--- src/rtl/pc_stack_if.sv ---
// Control-unit to PC-stage bundle: next-PC controls in, PC, latched copy and stack status out.
interface pc_stack_if #(
   parameter int ADDR_W = 14,
   parameter int SP_W   = 3
);
   logic              ready_i;
   logic [2:0]        op_i;
   logic              br_taken_i;
   logic [ADDR_W-1:0] b_off_i;
   logic [ADDR_W-1:0] jump_ad_i;
   logic              pc_read_i;
   logic [ADDR_W-1:0] pc_o;
   logic [ADDR_W-1:0] out_o;
   logic [SP_W-1:0]   sp_o;
   logic              stk_ovf_o;
   logic              stk_unf_o;

   modport master (
      output ready_i, op_i, br_taken_i, b_off_i, jump_ad_i, pc_read_i,
      input  pc_o, out_o, sp_o, stk_ovf_o, stk_unf_o
   );

   modport slave (
      input  ready_i, op_i, br_taken_i, b_off_i, jump_ad_i, pc_read_i,
      output pc_o, out_o, sp_o, stk_ovf_o, stk_unf_o
   );
endinterface

--- src/rtl/pc_stack_unit.sv ---
// Program counter with return-address stack, ready-based stall and read-latched PC copy.
module pc_stack_unit #(
   parameter int                ADDR_W      = 14,
   parameter int                STACK_DEPTH = 4,
   parameter logic [ADDR_W-1:0] RESET_VEC   = '0,
   parameter int                SP_W        = $clog2(STACK_DEPTH + 1)
) (
   input logic       clk,
   input logic       reset,
   pc_stack_if.slave bus
);
   localparam logic [2:0] OP_BRANCH = 3'b001;
   localparam logic [2:0] OP_JUMP   = 3'b010;
   localparam logic [2:0] OP_CALL   = 3'b011;
   localparam logic [2:0] OP_RET    = 3'b100;

   logic [ADDR_W-1:0] pc_q, pc_d;
   logic [ADDR_W-1:0] out_q, out_d;
   logic [SP_W-1:0]   sp_q, sp_d;
   logic              ovf_q, ovf_d;
   logic              unf_q, unf_d;
   logic [ADDR_W-1:0] stack_q [STACK_DEPTH];
   logic [ADDR_W-1:0] pc_inc;
   logic [ADDR_W-1:0] top_val;
   logic              push;

   assign pc_inc = pc_q + ADDR_W'(1);

   // Entry just below the occupancy pointer; compare-based mux keeps index widths exact.
   always_comb begin
      top_val = stack_q[0];
      for (int i = 0; i < STACK_DEPTH; i++) begin
         if (sp_q == SP_W'(i + 1)) top_val = stack_q[i];
      end
   end

   // Next-PC, stack pointer and sticky flag selection; everything holds when stalled.
   always_comb begin
      pc_d  = pc_q;
      sp_d  = sp_q;
      ovf_d = ovf_q;
      unf_d = unf_q;
      push  = 1'b0;
      out_d = bus.pc_read_i ? pc_q : out_q;
      if (bus.ready_i) begin
         case (bus.op_i)
            OP_BRANCH: pc_d = bus.br_taken_i ? (pc_q + bus.b_off_i) : pc_inc;
            OP_JUMP:   pc_d = bus.jump_ad_i;
            OP_CALL: begin
               pc_d = bus.jump_ad_i;
               if (sp_q == SP_W'(STACK_DEPTH)) begin
                  ovf_d = 1'b1;
               end else begin
                  push = 1'b1;
                  sp_d = sp_q + SP_W'(1);
               end
            end
            OP_RET: begin
               if (sp_q == '0) begin
                  unf_d = 1'b1;
                  pc_d  = pc_inc;
               end else begin
                  pc_d = top_val;
                  sp_d = sp_q - SP_W'(1);
               end
            end
            default:   pc_d = pc_inc;
         endcase
      end
   end

   // Architectural state register with synchronous reset.
   always_ff @(posedge clk) begin
      if (reset) begin
         pc_q  <= RESET_VEC;
         out_q <= '0;
         sp_q  <= '0;
         ovf_q <= 1'b0;
         unf_q <= 1'b0;
      end else begin
         pc_q  <= pc_d;
         out_q <= out_d;
         sp_q  <= sp_d;
         ovf_q <= ovf_d;
         unf_q <= unf_d;
      end
   end

   // Stack storage; contents are don't-care after reset since sp gates every read.
   always_ff @(posedge clk) begin
      for (int i = 0; i < STACK_DEPTH; i++) begin
         if (!reset && push && (sp_q == SP_W'(i))) stack_q[i] <= pc_inc;
      end
   end

   assign bus.pc_o      = pc_q;
   assign bus.out_o     = out_q;
   assign bus.sp_o      = sp_q;
   assign bus.stk_ovf_o = ovf_q;
   assign bus.stk_unf_o = unf_q;
endmodule
--- src/flat_wrapper.sv ---
// flat-port wrapper written by rule: the top's interface ports become plain ports
module pc_stack_unit_flat 
#(
   parameter int                ADDR_W      = 14,
   parameter int                STACK_DEPTH = 4,
   parameter logic [ADDR_W-1:0] RESET_VEC   = '0,
   parameter int                SP_W        = $clog2(STACK_DEPTH + 1)
)
  (clk, reset, bus_ready_i, bus_op_i, bus_br_taken_i, bus_b_off_i, bus_jump_ad_i, bus_pc_read_i, bus_pc_o, bus_out_o, bus_sp_o, bus_stk_ovf_o, bus_stk_unf_o);
  pc_stack_if #(.ADDR_W(ADDR_W), .SP_W(SP_W)) bus_i ();
  input logic clk;
  input logic reset;
  input wire logic [$bits(bus_i.ready_i)-1:0] bus_ready_i;
  input wire logic [$bits(bus_i.op_i)-1:0] bus_op_i;
  input wire logic [$bits(bus_i.br_taken_i)-1:0] bus_br_taken_i;
  input wire logic [$bits(bus_i.b_off_i)-1:0] bus_b_off_i;
  input wire logic [$bits(bus_i.jump_ad_i)-1:0] bus_jump_ad_i;
  input wire logic [$bits(bus_i.pc_read_i)-1:0] bus_pc_read_i;
  output wire logic [$bits(bus_i.pc_o)-1:0] bus_pc_o;
  output wire logic [$bits(bus_i.out_o)-1:0] bus_out_o;
  output wire logic [$bits(bus_i.sp_o)-1:0] bus_sp_o;
  output wire logic [$bits(bus_i.stk_ovf_o)-1:0] bus_stk_ovf_o;
  output wire logic [$bits(bus_i.stk_unf_o)-1:0] bus_stk_unf_o;
  assign bus_i.ready_i = bus_ready_i;
  assign bus_i.op_i = bus_op_i;
  assign bus_i.br_taken_i = bus_br_taken_i;
  assign bus_i.b_off_i = bus_b_off_i;
  assign bus_i.jump_ad_i = bus_jump_ad_i;
  assign bus_i.pc_read_i = bus_pc_read_i;
  assign bus_pc_o = bus_i.pc_o;
  assign bus_out_o = bus_i.out_o;
  assign bus_sp_o = bus_i.sp_o;
  assign bus_stk_ovf_o = bus_i.stk_ovf_o;
  assign bus_stk_unf_o = bus_i.stk_unf_o;
  pc_stack_unit #(.ADDR_W(ADDR_W), .STACK_DEPTH(STACK_DEPTH), .RESET_VEC(RESET_VEC), .SP_W(SP_W)) u_core (.clk(clk), .reset(reset), .bus(bus_i));
endmodule
--- config.mk ---
export PLATFORM = sky130hd
export DESIGN_NAME = pc_stack_unit_flat
export DESIGN_NICKNAME = d
export VERILOG_FILES = /design/src/rtl/pc_stack_if.sv /design/src/rtl/pc_stack_unit.sv /design/src/flat_wrapper.sv
export SDC_FILE = /design/constraint.sdc
export NUM_CORES = 1
export LEC_CHECK = 0
export ABC_AREA = 1
export CORE_MARGIN = 8
export CORE_UTILIZATION = 40
export DETAILED_ROUTE_END_ITERATION = 16
export PLACE_DENSITY = 0.6
export SYNTH_ARGS = -nofsm -noshare
export SYNTH_HDL_FRONTEND = slang
export SYNTH_SLANG_ARGS = --single-unit
--- constraint.sdc ---
create_clock -name clk -period 3.05 [get_ports clk]
set_input_delay 0.61 -clock clk [delete_from_list [all_inputs] [get_ports clk]]
set_output_delay 0.61 -clock clk [all_outputs]
set_load 0.05 [all_outputs]
### Yosys cells after proc, flatten, opt, wreduce, memory -nomap -nowiden

Memories as Yosys holds them, arrays and structs flattened.
Cells that the tools add are included.

| operators by class | value |
|---|---|
| $add $sub $neg | 4 |
| equal/unequal tests | 10 |
| mux-type cells | 29 |
| reduce and logical (&&, ||, !) cells | 15 |

Operators with widths:

| operator | number |
|---|---|
| two-way mux 14 bit | 8 |
| one-hot mux 14 bit (3 select lines) | 1 |
| OR reduction 14 bit | 3 |
| adder 14 x 1 -> 14 bit, second input constant | 1 |
| adder 14 bit | 1 |
| two-way mux 1 bit | 14 |
| == test 3 x 2 -> 1 bit, second input constant | 4 |
| == test 3 x 1 -> 1 bit, second input constant | 2 |
| == test 3 bit, second input constant | 2 |
| two-way mux 2 bit | 3 |
| two-way mux 3 bit | 2 |
| one-hot mux 3 bit (2 select lines) | 1 |
| AND reduction 3 bit | 2 |
| logical AND 1 bit | 5 |
| != test 2 bit, second input constant | 2 |
| AND reduction 4 bit | 1 |
| adder 3 x 1 -> 3 bit, second input constant | 1 |
| zero test 3 bit | 1 |
| subtractor 3 x 1 -> 3 bit, second input constant | 1 |
| nonzero test 2 bit | 1 |
| OR reduction 2 bit | 1 |
| zero test 1 bit | 1 |

| storage, ports and cells | value |
|---|---|
| flip-flop bits (word level) | 33 |
| RAM bits | 56 |
| input bits | 36 |
| logic and storage cells | 64 |
| memories | 1 |

Memory list:

| name | depth | width | rd ports | clocked after Yosys merged registers in | wr ports | line | source |
|---|---|---|---|---|---|---|---|
| u_core.stack_q | 4 | 14 | 4 | 0 | 1 | pc_stack_unit.sv:22 | `logic [ADDR_W-1:0] stack_q [STACK_DEPTH];` |

### Depth between registers and ports, before layout

| depth | value |
|---|---|
| depth after elaboration | 12 |
| gate-level depth with buffers | 13 |
| depth with buffers taken out | 13 |

### Worst setup path after synthesis

OpenSTA, ideal clock, no wires.

| path | value |
|---|---|
| kind | reg-to-reg |
| start point | reg u_core.sp_q[0], in the netlist u_core.bus.sp_o[0] |
| end point | mem u_core.stack_q[3][0], enable pin |
| library setup time | 403 ps |
| arrival | 2,588 ps |
| setup slack | 60 ps |
| cell stages (with the launch flop) | 7 |
| path buffers | 1 |
| period minus slack after synthesis | 2,990 ps |
| cells stage by stage | dfxtp_1 -> inv_1 -> ha_1 -> nand2_1 -> buf_2 -> inv_1 -> nor3_1 |

| on the way | value |
|---|---|
| cells in the longest elaborated chain, start to end | 12 |

RTL lines:

| element | line | source |
|---|---|---|
| start, declared | pc_stack_unit.sv:19 | `logic [SP_W-1:0] sp_q, sp_d;` |
| start signal, assigned | pc_stack_unit.sv:83 | `sp_q <= sp_d;` |
| == test 3 bit | pc_stack_unit.sv:51 | `if (sp_q == SP_W'(STACK_DEPTH)) begin` |
| two-way mux 1 bit | pc_stack_unit.sv:51 |  |
| two-way mux 1 bit | pc_stack_unit.sv:46 | `case (bus.op_i)` |
| two-way mux 1 bit | pc_stack_unit.sv:45 | `if (bus.ready_i) begin` |
| logical AND 1 bit (2 in a row) | pc_stack_unit.sv:92 | `if (!reset && push && (sp_q == SP_W'(i))) stack_q[i] <= pc_inc;` |
| two-way mux 1 bit | pc_stack_unit.sv:92 |  |
| two-way mux 1 bit (implied by the code) | pc_stack_unit.sv:92 |  |
| OR reduction 14 bit (no source line) | n/a |  |
| two-way mux 2 bit (no source line) / two-way mux 1 bit (equally long branches) (3 in a row) | n/a |  |
| end, declared | pc_stack_unit.sv:22 |  |

Several ways; a longest one is shown, not always the timed one.

### Worst setup path in the final report

| path | value |
|---|---|
| start point | reg u_core.pc_q[2], in the netlist u_core.bus.pc_o[2] |
| end point | out bus_pc_o[2] |

RTL lines:

| element | line | source |
|---|---|---|
| start, declared | pc_stack_unit.sv:17 | `logic [ADDR_W-1:0] pc_q, pc_d;` |
| start signal, assigned | pc_stack_unit.sv:81 | `pc_q <= pc_d;` |
| end, declared | flat_wrapper.sv:19 | `output wire logic [$bits(bus_i.pc_o)-1:0] bus_pc_o;` |

No word-level cell between the ends.

==> flow_summary.json <==
{
  "h-tree-depth": 3,
  "final_nets": 836,
  "synthCells": 700,
  "report.final.slew_viol_count": 0,
  "routed-wl-met3_um": 916,
  "rsz0062_at_grt": "no",
  "synthesis.area_mm2": 0.00519,
  "slowest_stage": "clkdlybuf4s50_1",
  "min_period_ns": 2.44,
  "p_seq_share_pct": 44.0,
  "grt_start_max_net_pins": 29,
  "antenna_found_initial": 0,
  "track_usage_pct": 18.8,
  "critical_path_buf_inv_count": 1,
  "worst_pin_slew_ns": 0.655,
  "clock_path_buffers": 2,
  "setup_viol": 0,
  "r2r_cells": 12,
  "power_leakage_nw": 2.95,
  "ys_warn_count": 0,
  "dp_hpwl_mm": 12.1,
  "synth.avg_cell_area_um2": 7.41,
  "yosysTopAreaCell": "edfxtp_1",
  "p_per_area_mw_per_mm2": 482,
  "final_util_pct": 50.7,
  "final_cell_mix": "nand2_1, inv_1, nor2_1",
  "dieArea_mm2": 0.0169,
  "cts_tree": "yes",
  "ir_drop_v": 0.000255,
  "postPlaceCellArea_mm2": 0.00613,
  "via_per_inst": 5.01,
  "p_switching_mw": 0.916,
  "die_x_um": 130,
  "intPower_mw": 2.18,
  "final_area_mm2": 0.00642,
  "num_vias": 4790,
  "ff2ff_setup_slack_ns": 0.64,
  "diodes": 0,
  "grt_overflow": 0,
  "hold_violations": 0,
  "status": "completed",
  "min-delay-start": "u_core.bus.stk_unf_o$_SDFFE_PP0P_",
  "syn-num-nets": 757,
  "cp_slowest_stage_delay_ns": 0.89,
  "cp_top_family": "buffers and inverters",
  "worstReg2RegStart": "u_core.bus.sp_o[0]$_SDFFE_PP0P_",
  "ant_nets": 0,
  "clock_sinks": 89,
  "wl_met2_mm": 7.56,
  "drc_errors": 0,
  "final_cells": 956,
  "synthToLayoutAreaGrowth_pct": 23.7,
  "dr.pass1.iters": 5,
  "holdPathStages": 2,
  "start_util_pct": 41.0,
  "place_inst": 940,
  "ios": 69,
  "cp-end-kind": "primary output",
  "top_layer": "met4",
  "yosys-top-cells-area": "edfxtp_1, nand2_1, dfxtp_1",
  "start_kind": "register",
  "cp_max_fo": 9,
  "cts-hold-fix-buffers": 0,
  "wl_mm": 15.5,
  "drive_above_1_share_pct": 5.74,
  "max_clock_freq_mhz": 410,
  "core_region_area_mm2": 0.0127,
  "clockPowerShare_pct": 34.7,
  "crit_type": "register to primary output",
  "cts_root_buf": "clkbuf_16",
  "io_buffers": 68,
  "hp-class": "register to register",
  "final_common_cell": "nand2_1",
  "postCtsSetupBuffers": 0,
  "seq_area_frac_synth_pct": 45.1,
  "synth_top_area_share_pct": 32.4,
  "timing.rr.end": "u_core.bus.pc_o[9]$_SDFFE_PP0P_",
  "dieHeight_um": 130,
  "ys_ff_latch": 89,
  "cp.required_ns": 2.44,
  "p_sw_share_pct": 29.6,
  "startpoint": "u_core.bus.pc_o[2]$_SDFFE_PP0P_",
  "wl_per_cell_um": 16.2,
  "crit_chain": "clkdlybuf4s50_1",
  "grt_pass1_vias": 4583,
  "setup_tns_ns": 0,
  "min_period_over_period_pct": 79.9,
  "worstPathArrival_ns": 1.83,
  "wl_met1_mm": 6.64,
  "cts_buffers": 9,
  "post_cts_resized": 0,
  "synth.distinct_cells": 33,
  "combPwrFrac_pct": 21.3,
  "grt_pass1_wl_mm": 24.1,
  "drt_iter0_markers": 337,
  "gp_congestion": 0.873,
  "hold_path_end": "u_core.bus.stk_unf_o$_SDFFE_PP0P_",
  "clock_latency_ns": 0.34,
  "slew_headroom_pct": 56.2,
  "maxCapViolCount": 0,
  "skew_ns": 0.00685,
  "clk_pin_slew_ns": 0.06,
  "rows": 41
}
==> worst reg2reg max path, delay by kind of cell (launching register included) <==
family        cells  cell delay [ns]
fa+ha+maj         1             0.56
buf+inv           3             0.47
flops             1             0.34
simple gates      8             0.94
==> layout make-up <==
class,instances,area [µm²]
fill,1276,6250
multi-input combinational,491,2380
sequential,89,2340
timing repair buffer,85,808
inverter,103,387
clock buffer,10,229
tap,172,215
clock inverter,6,58.8
==> power by group through the flow <==
stage / sequential [mW] / combinational (mW) / clock [mW]
5_1_grt: 1.37 / 0.728 / 1.13
4_1_cts: 1.36 / 0.661 / 1.09
2_1_floorplan: 1.48 / 0.323 / 0
3_5_place_dp: 1.39 / 0.658 / 0
6_report: 1.36 / 0.659 / 1.07
3_3_place_gp: 1.39 / 0.655 / 0
==> flip-flops by register name (all words and copies together) (netlist names) <==
name and count:
u_core.bus.stk_unf_o 1, u_core.bus.out_o 14, u_core.bus.stk_ovf_o 1, u_core.stack_q 56
u_core.bus.pc_o 14, u_core.bus.sp_o 3
==> worst max-delay path by stage <==
stage	end	slack, ns	cells past startpoint
final	bus_pc_o[2]	0.61	1
after detailed placement	u_core.bus.pc_o[8]$_SDFFE_PP0P_	0.43	14
after global placement	u_core.bus.pc_o[8]$_SDFFE_PP0P_	0.47	14
after CTS	bus_pc_o[2]	0.59	1
after global routing	u_core.bus.pc_o[9]$_SDFFE_PP0P_	0.45	12
after floorplan	u_core.stack_q[3][0]$_DFFE_PP_	0.06	6
==> Yosys cell counts <==
library cell,n
o221ai_1,1
ha_1,20
o21ai_1,1
nand3b_1,5
edfxtp_1,56
o21ai_0,37
xnor2_1,3
fa_1,1
nor2_2,3
nand3_2,1
buf_6,1
a21oi_1,48
nor2_1,77
xnor2_2,1
a211oi_1,1
a31oi_1,1
inv_1,102
buf_2,8
and2_1,2
nand3_1,55
inv_2,1
buf_1,1
nor3_2,1
o211ai_1,2
dfxtp_1,33
nand4_1,11
nand2_1,208
xor2_1,5
nand2_4,2
or2_2,2
nor3_1,1
nand2_2,2
clkbuf_1,7
==> kinds of logic after synthesis <==
logic type	synth area share (%)
xor+xnor	1.66
simple gates	30.0
flops	45.1
compound gates	9.02
buf+inv	9.02
fa+ha+maj	5.21
==> metal layers <==
metal / vias up / track usage, %
li1: 2417 / -
met1: 2217 / 22.3
met2: 133 / 32.8
met3: 23 / 3.59
met4: 0 / 7.38
met5: - / 0
==> metrics by stage <==
step                      setup WS [ns]  hold WS (ns)  power, mW
after global placement            0.467         0.457       2.04
after global routing              0.448         0.545       3.22
after floorplan                  0.0597         0.606       1.80
after CTS                         0.587         0.479       3.11
after detailed placement          0.428         0.463       2.05
final                             0.612         0.485       3.09
No activity file was read; power rests on OpenSTA's default activity.
